--- src/rtl/pipe_hazard_ctrl.sv ---
// Pipeline sequencer: load scoreboard, load-use/WAW stalls, memory-wait stalls and redirect flush bubbles.
// Optional cycle counters are enabled by defining PIPE_HAZARD_CTRL_PERF_EN.
module pipe_hazard_ctrl #(
    parameter int NREG         = 32,
    parameter int FLUSH_CYCLES = 1
) (
    input  logic            clk,
    input  logic            rst,
    input  logic            id_valid,
    input  logic            rs1_r_ena,
    input  logic [4:0]      rs1_r_addr,
    input  logic            rs2_r_ena,
    input  logic [4:0]      rs2_r_addr,
    input  logic            rd_w_ena,
    input  logic [4:0]      rd_w_addr,
    input  logic            mem_rd_ena,
    input  logic            redirect,
    input  logic            mem_busy,
    input  logic            wb_load_valid,
    input  logic [4:0]      wb_load_rd,
    output logic            id_issue,
    output logic            stall_if,
    output logic            stall_id,
    output logic            flush_id,
    output logic            flush_ex,
    output logic [NREG-1:0] sb_busy,
    output logic [1:0]      ctrl_state
`ifdef PIPE_HAZARD_CTRL_PERF_EN
    ,
    output logic [31:0]     perf_haz_cnt,
    output logic [31:0]     perf_mem_cnt,
    output logic [31:0]     perf_flush_cnt
`endif
);

    typedef enum logic [1:0] {
        ST_RUN   = 2'd0,
        ST_HAZ   = 2'd1,
        ST_MEM   = 2'd2,
        ST_FLUSH = 2'd3
    } state_t;

    localparam logic [2:0] FLUSH_LOAD = 3'(FLUSH_CYCLES - 1);

    state_t          state_q, state_d;
    logic [2:0]      cnt_q, cnt_d;
    logic [NREG-1:0] sb_q, sb_d, sb_set, sb_clr;
    logic [31:0]     sb_pad, eff;
    logic            hazard;
    logic            issue_c, stall_c, flush_id_c, flush_ex_c;
    logic            haz_stall_c, mem_stall_c;

    // Widen the scoreboard to the full 5-bit register address space.
    if (NREG < 32) begin : g_pad
        assign sb_pad = {{(32 - NREG){1'b0}}, sb_q};
    end else begin : g_nopad
        assign sb_pad = sb_q[31:0];
    end

    // A writeback this cycle releases its register immediately (write-through regfile).
    always_comb begin
        eff = '0;
        for (int i = 0; i < 32; i++) begin
            eff[i] = sb_pad[i] & ~(wb_load_valid && (wb_load_rd == 5'(i)));
        end
    end

    always_comb begin
        hazard = id_valid &
                 ((rs1_r_ena && (rs1_r_addr != 5'd0) && eff[rs1_r_addr]) ||
                  (rs2_r_ena && (rs2_r_addr != 5'd0) && eff[rs2_r_addr]) ||
                  (rd_w_ena  && (rd_w_addr  != 5'd0) && eff[rd_w_addr]));
    end

    // Priority: redirect > flush countdown > mem_busy > hazard > issue.
    always_comb begin
        state_d     = state_q;
        cnt_d       = cnt_q;
        issue_c     = 1'b0;
        stall_c     = 1'b0;
        flush_id_c  = 1'b0;
        flush_ex_c  = 1'b0;
        haz_stall_c = 1'b0;
        mem_stall_c = 1'b0;
        if (redirect) begin
            flush_id_c = 1'b1;
            flush_ex_c = 1'b1;
            state_d    = ST_FLUSH;
            cnt_d      = FLUSH_LOAD;
        end else if (state_q == ST_FLUSH) begin
            flush_id_c = 1'b1;
            if (cnt_q == 3'd0) begin
                state_d = ST_RUN;
            end else begin
                cnt_d = cnt_q - 3'd1;
            end
        end else if (mem_busy) begin
            stall_c     = 1'b1;
            mem_stall_c = 1'b1;
            state_d     = ST_MEM;
        end else if (hazard) begin
            stall_c     = 1'b1;
            flush_ex_c  = 1'b1;
            haz_stall_c = 1'b1;
            state_d     = ST_HAZ;
        end else begin
            issue_c = id_valid;
            state_d = ST_RUN;
        end
    end

    // Set wins over a same-cycle clear; x0 is never tracked.
    always_comb begin
        sb_set = '0;
        sb_clr = '0;
        for (int i = 1; i < NREG; i++) begin
            sb_set[i] = issue_c & mem_rd_ena & rd_w_ena & (rd_w_addr == 5'(i));
            sb_clr[i] = wb_load_valid & (wb_load_rd == 5'(i));
        end
        sb_d = (sb_q & ~sb_clr) | sb_set;
    end

    always_ff @(posedge clk or posedge rst) begin
        if (rst) begin
            state_q <= ST_RUN;
            cnt_q   <= 3'd0;
            sb_q    <= '0;
        end else begin
            state_q <= state_d;
            cnt_q   <= cnt_d;
            sb_q    <= sb_d;
        end
    end

    assign id_issue   = issue_c    & ~rst;
    assign stall_if   = stall_c    & ~rst;
    assign stall_id   = stall_c    & ~rst;
    assign flush_id   = flush_id_c & ~rst;
    assign flush_ex   = flush_ex_c & ~rst;
    assign sb_busy    = sb_q;
    assign ctrl_state = state_q;

`ifdef PIPE_HAZARD_CTRL_PERF_EN
    always_ff @(posedge clk or posedge rst) begin
        if (rst) begin
            perf_haz_cnt   <= '0;
            perf_mem_cnt   <= '0;
            perf_flush_cnt <= '0;
        end else begin
            if (haz_stall_c && (perf_haz_cnt != 32'hFFFF_FFFF)) begin
                perf_haz_cnt <= perf_haz_cnt + 32'd1;
            end
            if (mem_stall_c && (perf_mem_cnt != 32'hFFFF_FFFF)) begin
                perf_mem_cnt <= perf_mem_cnt + 32'd1;
            end
            if (flush_id_c && (perf_flush_cnt != 32'hFFFF_FFFF)) begin
                perf_flush_cnt <= perf_flush_cnt + 32'd1;
            end
        end
    end
`else
    logic unused_perf;
    assign unused_perf = haz_stall_c ^ mem_stall_c;
`endif

endmodule

--- config.mk ---
export PLATFORM = sky130hd
export DESIGN_NAME = pipe_hazard_ctrl
export DESIGN_NICKNAME = d
export VERILOG_FILES = /design/src/rtl/pipe_hazard_ctrl.sv
export SDC_FILE = /design/constraint.sdc
export NUM_CORES = 1
export LEC_CHECK = 0
export BUFFER_PORTS_ARGS = -buffer_cell sky130_fd_sc_hd__buf_2
export CAP_MARGIN = 5
export CORE_AREA = 3 3 98 100
export CTS_BUF_LIST = sky130_fd_sc_hd__clkbuf_8
export DETAILED_ROUTE_END_ITERATION = 7
export DIE_AREA = 0 0 101 103
export PLACE_DENSITY_LB_ADDON = 0.1
export SKIP_CTS_REPAIR_TIMING = 1
export SYNTH_ARGS = -nofsm -noshare
export SYNTH_HDL_FRONTEND = slang
export SYNTH_SLANG_ARGS = --single-unit
--- constraint.sdc ---
create_clock -name clk -period 2.2 [get_ports clk]
set_input_delay 0.11 -clock clk [delete_from_list [all_inputs] [get_ports clk]]
set_output_delay 0.11 -clock clk [all_outputs]
set_load 0.01 [all_outputs]
==> qor.csv, run 1 <==
stage,metric,value,unit
status,outcome,finished with violations,
status,violations,negative setup slack,
pwr,peakVddDrop,261,uV
clock_network,clkTransAtPathRegs,70,ps
synthesis,syn_inst,431,
route,dr.first_iter.drc_count,362,
placed_design,portBuffers,67,
clock_network,cts_buffer_depth,2,
synthesis,synth_edf_count,0,
synthesis,synth_compound_area_frac,0.263,
floorplan,num_io_pins,69,
placed_design,placedCellCount,684,
setup_path,path_buf_inv,2,
setup_path,critPathTopFamily,simple AND/OR/NAND/NOR gates,
synthesis,synth_top_family_by_area,simple AND/OR/NAND/NOR gates,
placed_design,dp_slack,-599,ps
sta,drv_slew,0,
floorplan,die_y,103,um
synthesis,synth_commonest_cells,"nor2_1 (53), nand2_1 (38), dfrtp_1 (36)",
synthesis,synth.cell_area,0.00339,mm^2
floorplan,start_util,0.387,
pwr,netSwitchingPower,0.619,mW
synthesis,yosysSeqAreaShare,0.266,
route,via_per_inst,5.98,
pwr,power.density,419,mW/mm^2
clock_network,cts_tree,done,
setup_path,crit_path_end_kind,output pin,
min_path,hp-class,in2reg,
grt,gr-total-overflow,0,
route,routed_wirelength,14.6,mm
synthesis,synth_most_common_cell,nor2_1,
grt,grt_max_degree,33,
pwr,clock_power_share,0.377,
sta,grt_setup_unrepaired,true,
run,drv_cap,0,
synthesis,muxShareOfSynthArea,0.0841,
synthesis,ys_top_cells_by_area,"dfrtp_1 (27%), o21ai_2 (7.0%), nand4_1 (6.5%)",
sta,period_share,1.14,
final_layout,design_area,0.00516,mm^2
sta,finClkSkew,6.46,ps
synthesis,synth_area_per_cell,7.87,um^2
route,ant_nets,0,
pwr,seq_power_share,0.323,
grt,grt_pass1_wl,21.6,mm
pwr,power.total,2.16,mW
synthesis,synth_xor_area_frac,0.0129,
sta,fmax,0.397,GHz
pwr,swShare,0.286,
synthesis,synth_nets,463,
setup_path,critical_path.max_stage_delay,600,ps
pwr,pwr-share-comb,0.300,
final_layout,layout.nets,634,
setup_path,cp_max_fo,8,
setup_path,crit_arrival,2410,ps
synthesis,synth-simple-area-share,0.288,
sta,final.setup.worst_slack,-316,ps
final_layout,multi_input_area,0.00239,mm^2
pwr,power_leakage,2.32,nW
floorplan,core_area,0.00876,mm^2
clock_network,cts_sinks,36,
clock_network,cts_buffers,5,
floorplan,num_rows,34,
sta,fin_crit,2520,ps
synthesis,yosysWarnings,0,
sta,fin_setup_tns,-7100,ps
route,vias,4250,
route,wl_per_cell,20.6,um
min_path,hold_depth,2,
grt,antenna_found_initial,0,
route,drc,0,
pwr,p_int,1.54,mW
setup_path,required,2090,ps
sta,setup_viol,35,
final_layout,drive_above_1_share,0.469,
placed_design,gp_congestion,0.973,
clock_network,clk_latency,290,ps
synthesis,ys_seq_elements,36,
sta,finalHoldViolCount,0,
clock_network,htreeDepth,2,
setup_path,setup.worst_path.class,in2out,
synthesis,synth_flop_cell,dfrtp_1,
synthesis,yosysTopAreaCellShare,0.266,
synthesis,synth_top_cell_by_area,dfrtp_1,
final_layout,regArea,901,um^2
grt,track_usage,0.268,
synthesis,synth_cell_types,61,
setup_path,crit_path_start_kind,input port,
placed_design,dpl-instance-area,0.00458,mm^2
setup_path,reg2reg_depth,9,
route,dr.pass1.iters,5,
clock_network,clockRootBuffer,clkbuf_8,
floorplan,dieArea,0.0104,mm^2
final_layout,layout.cells.non_filler,711,
final_layout,area_growth,52.2,%
setup_path,slowest_stage,or4b_4,
grt,grt_pass1_vias,3868,
setup_path,path_cells,buf_12 -> or4b_4 -> o21ai_2 -> mux2i_1 -> a32o_2 -> nor3b_4 -> nand3_2 -> nor4_2 -> buf_2,
placed_design,dp_hpwl,11.3,mm
floorplan,fp.dieW,101,um
final_layout,diodes,0,
synthesis,synth_adder_area_share,0.00738,
final_layout,fillCellCount,802,
setup_path,crit_cells,9,
synthesis,async_flop_share,1.00,
## layout make-up
class,instances,share of cell area
repair buffers,206,0.297
well taps,108,0.0262
clock inverters,3,0.0175
flip-flops and latches,36,0.175
multi-input cells,342,0.463
inverters,11,0.00800
clock buffers,5,0.0133
## registers in the layout, summed over array words and instances (netlist names)
register and count:
sb_busy 31, cnt_q 3, ctrl_state 2
## cell families after synthesis
group | after synthesis
DFF | 36
adders and majority gates | 2
AOI/OAI and AO/OA | 126
xor gates and xnor gates | 5
other | 1
and+or+nand+nor | 187
muxes | 21
buffers and inverters | 53
## metal layers
layer  global-route usage  up-vias  wire length (um)
met1                0.371     2052              6220
met3               0.0311       34              1040
met5                    0        -                 0
met4               0.0849        0               532
met2                0.439      206              6840
li1                     -     1958                 -
## worst paths after layout
kind	slack, ps	start	to
worst max-delay path	-320	wb_load_rd[1]	id_issue
worst min-delay path	70	redirect	cnt_q[0]$_DFFE_PP0P_
worst max register to register	-210	sb_busy[13]$_DFF_PP0_	sb_busy[12]$_DFF_PP0_
worst min register to register	560	cnt_q[0]$_DFFE_PP0P_	cnt_q[0]$_DFFE_PP0P_
max in group asynchronous	1250	rst	sb_busy[18]$_DFF_PP0_
min in group asynchronous	410	rst	ctrl_state[1]$_DFFE_PP0P_
## power groups by stage
stage,Clock [mW],Sequential (mW),Combinational [mW]
after floorplan,0,0.715,0.286
after global placement,0,0.710,0.532
after detailed placement,0,0.709,0.534
after CTS,0.824,0.696,0.536
after global routing,0.849,0.699,0.692
final,0.816,0.698,0.648
## layout by cell type (no fill, tap or decap), drive strengths merged, types with 4 or more instances in the layout
cell type,Yosys,routed
buf,19,203
o22ai,5,5
mux2i,9,9
nor3,10,10
nand4b,5,5
nor4,10,10
mux4,5,5
a31oi,4,4
nor2,53,53
nand2b,8,8
mux2,7,7
o211ai,13,13
clkbuf,23,7
nand3,11,11
nand2,38,38
xor2,4,4
o21ai,69,69
nand4,35,35
inv,10,10
a21oi,8,8
dfrtp,36,36
## stage by stage
step | utilization | hold WS [ps]
floorplan | - | 238
global placement | 0.523 | 169
detailed placement | 0.523 | 172
CTS | 0.541 | -144
global route | 0.589 | 82.7
finish | 0.589 | 65.3
(Power assumes the default switching activity.)
==> run 2, diff against run 1 <==
Settings changed: CORE_AREA 3 3 98 100 to 2 2 97 99, DIE_AREA 0 0 101 103 to 0 0 99 101.
==> qor.csv, run 2 (synthesized netlist as in run 1, its figures left out) <==
stage,metric,value,unit
status,outcome,finished with violations,
status,violations,negative setup slack,
placed_design,dp_hpwl,10.9,mm
floorplan,core_area,0.00898,mm^2
sta,fin_crit,2580,ps
setup_path,slowest_stage,a2111o_1,
route,drc,0,
clock_network,cts_tree,done,
route,routed_wirelength,14.0,mm
placed_design,placedCellCount,675,
setup_path,crit_arrival,2470,ps
sta,final.setup.worst_slack,-385,ps
setup_path,required,2090,ps
clock_network,htreeDepth,2,
sta,worst_pin_slew,541,ps
clock_network,cts_buffers,5,
grt,grt_max_degree,33,
sta,fin_hold_ws,74.4,ps
sta,finalHoldViolCount,0,
placed_design,gp_congestion,1.01,
setup_path,critPathTopFamily,compound AO/OA/AOI/OAI gates,
final_layout,drive_above_1_share,0.451,
floorplan,fp.dieW,99,um
grt,track_usage,0.273,
setup_path,critical_path.max_stage_delay,480,ps
final_layout,area_growth,44.4,%
grt,antenna_found_initial,0,
clock_network,clockRootBuffer,clkbuf_8,
final_layout,final_util,0.546,
final_layout,largest_reg_flops,31,
sta,grt_setup_unrepaired,true,
setup_path,setup.worst_path.class,reg2out,
final_layout,layout_common_cells,"buf_4 (108), buf_2 (66), nor2_1 (53), nand2_1 (38), o21ai_2 (36)",
min_path,hp-class,in2reg,
sta,fmax,0.387,GHz
placed_design,portBuffers,67,
sta,relSlewSlack,0.636,
route,dr.first_iter.drc_count,298,
sta,finClkSkew,6.07,ps
clock_network,cts_sinks,36,
grt,grt_pass1_wl,21.2,mm
grt,grt_pass1_vias,3818,
clock_network,clk_latency,290,ps
grt,gr-total-overflow,0,
floorplan,dieArea,0.0100,mm^2
pwr,power.total,1.80,mW
sta,setup_viol,35,
floorplan,start_util,0.378,
route,via_per_inst,5.99,
sta,drv_slew,0,
setup_path,reg2reg_depth,9,
setup_path,crit_cells,9,
final_layout,diodes,0,
setup_path,path_cells,buf_6 -> mux2_4 -> o22ai_2 -> a211oi_2 -> o211ai_1 -> a2111o_1 -> and3_4 -> a31oi_4 -> buf_2,
final_layout,layout.cells.non_filler,696,
setup_path,crit_path_end_kind,output pin,
route,vias,4169,
pwr,peakVddDrop,190,uV
setup_path,cp_max_fo,4,
pwr,power_leakage,2.15,nW
clock_network,cts_buffer_depth,2,
run,drv_cap,0,
route,wl_per_cell,20.1,um
sta,period_share,1.17,
floorplan,num_rows,35,
route,dr.pass1.iters,5,
final_layout,layout.nets,616,
route,ant_nets,0,
final_layout,layout_commonest_cell,buf_4,
floorplan,die_y,101,um
clock_network,clkTransAtPathRegs,70,ps
setup_path,crit_path_start_kind,register,
pwr,power.density,367,mW/mm^2
min_path,hold_depth,2,
floorplan,num_io_pins,69,
setup_path,path_buf_inv,2,
[run 2: path summary, 6_finish.rpt]
check	slack, ps	from	endpoint
setup / recovery	-380	sb_busy[24]$_DFF_PP0_	flush_ex
hold / removal	70	redirect	cnt_q[0]$_DFFE_PP0P_
hold reg to reg	550	cnt_q[2]$_DFFE_PP0P_	cnt_q[2]$_DFFE_PP0P_
setup reg to reg	-190	sb_busy[15]$_DFF_PP0_	sb_busy[22]$_DFF_PP0_
max in group asynchronous	1130	rst	sb_busy[22]$_DFF_PP0_
min in group asynchronous	360	rst	sb_busy[30]$_DFF_PP0_
[run 2: area by class of cell]
class	instances	area, um^2
Timing Repair Buffer	188	1340
Clock buffer	6	82.6
Sequential cell	36	902
Fill cell	866	4080
Tap cell	111	139
Multi-Input combinational cell	342	2390
Inverter	11	41.3
Clock inverter	2	10.0
[run 2: where the power goes]
| part | total [mW] | switching, mW | internal (mW) |
|---|---|---|---|
| registers | 0.699 | 0.0186 | 0.681 |
| clock network | 0.491 | 0.241 | 0.250 |
| logic | 0.608 | 0.344 | 0.264 |
[run 2: stage by stage]
stage	TNS, ps	area (um^2)	setup slack (ps)
after CTS	-5390	4580	-368
after detailed placement	-11080	4480	-363
after global routing	-7750	4900	-428
after floorplan	-204	3410	-118
after global placement	-12110	4480	-391
final	-5120	4900	-385
[run 2: metal layers]
metal / up-vias / routed length (um) / GRT usage / part of all wire
li1: 1923 / - / - / -
met1: 2000 / 5890 / 0.362 / 0.42
met2: 212 / 6650 / 0.460 / 0.47
met3: 34 / 1150 / 0.0499 / 0.082
met4: 0 / 330 / 0.0706 / 0.024
met5: - / 0 / 0 / 0
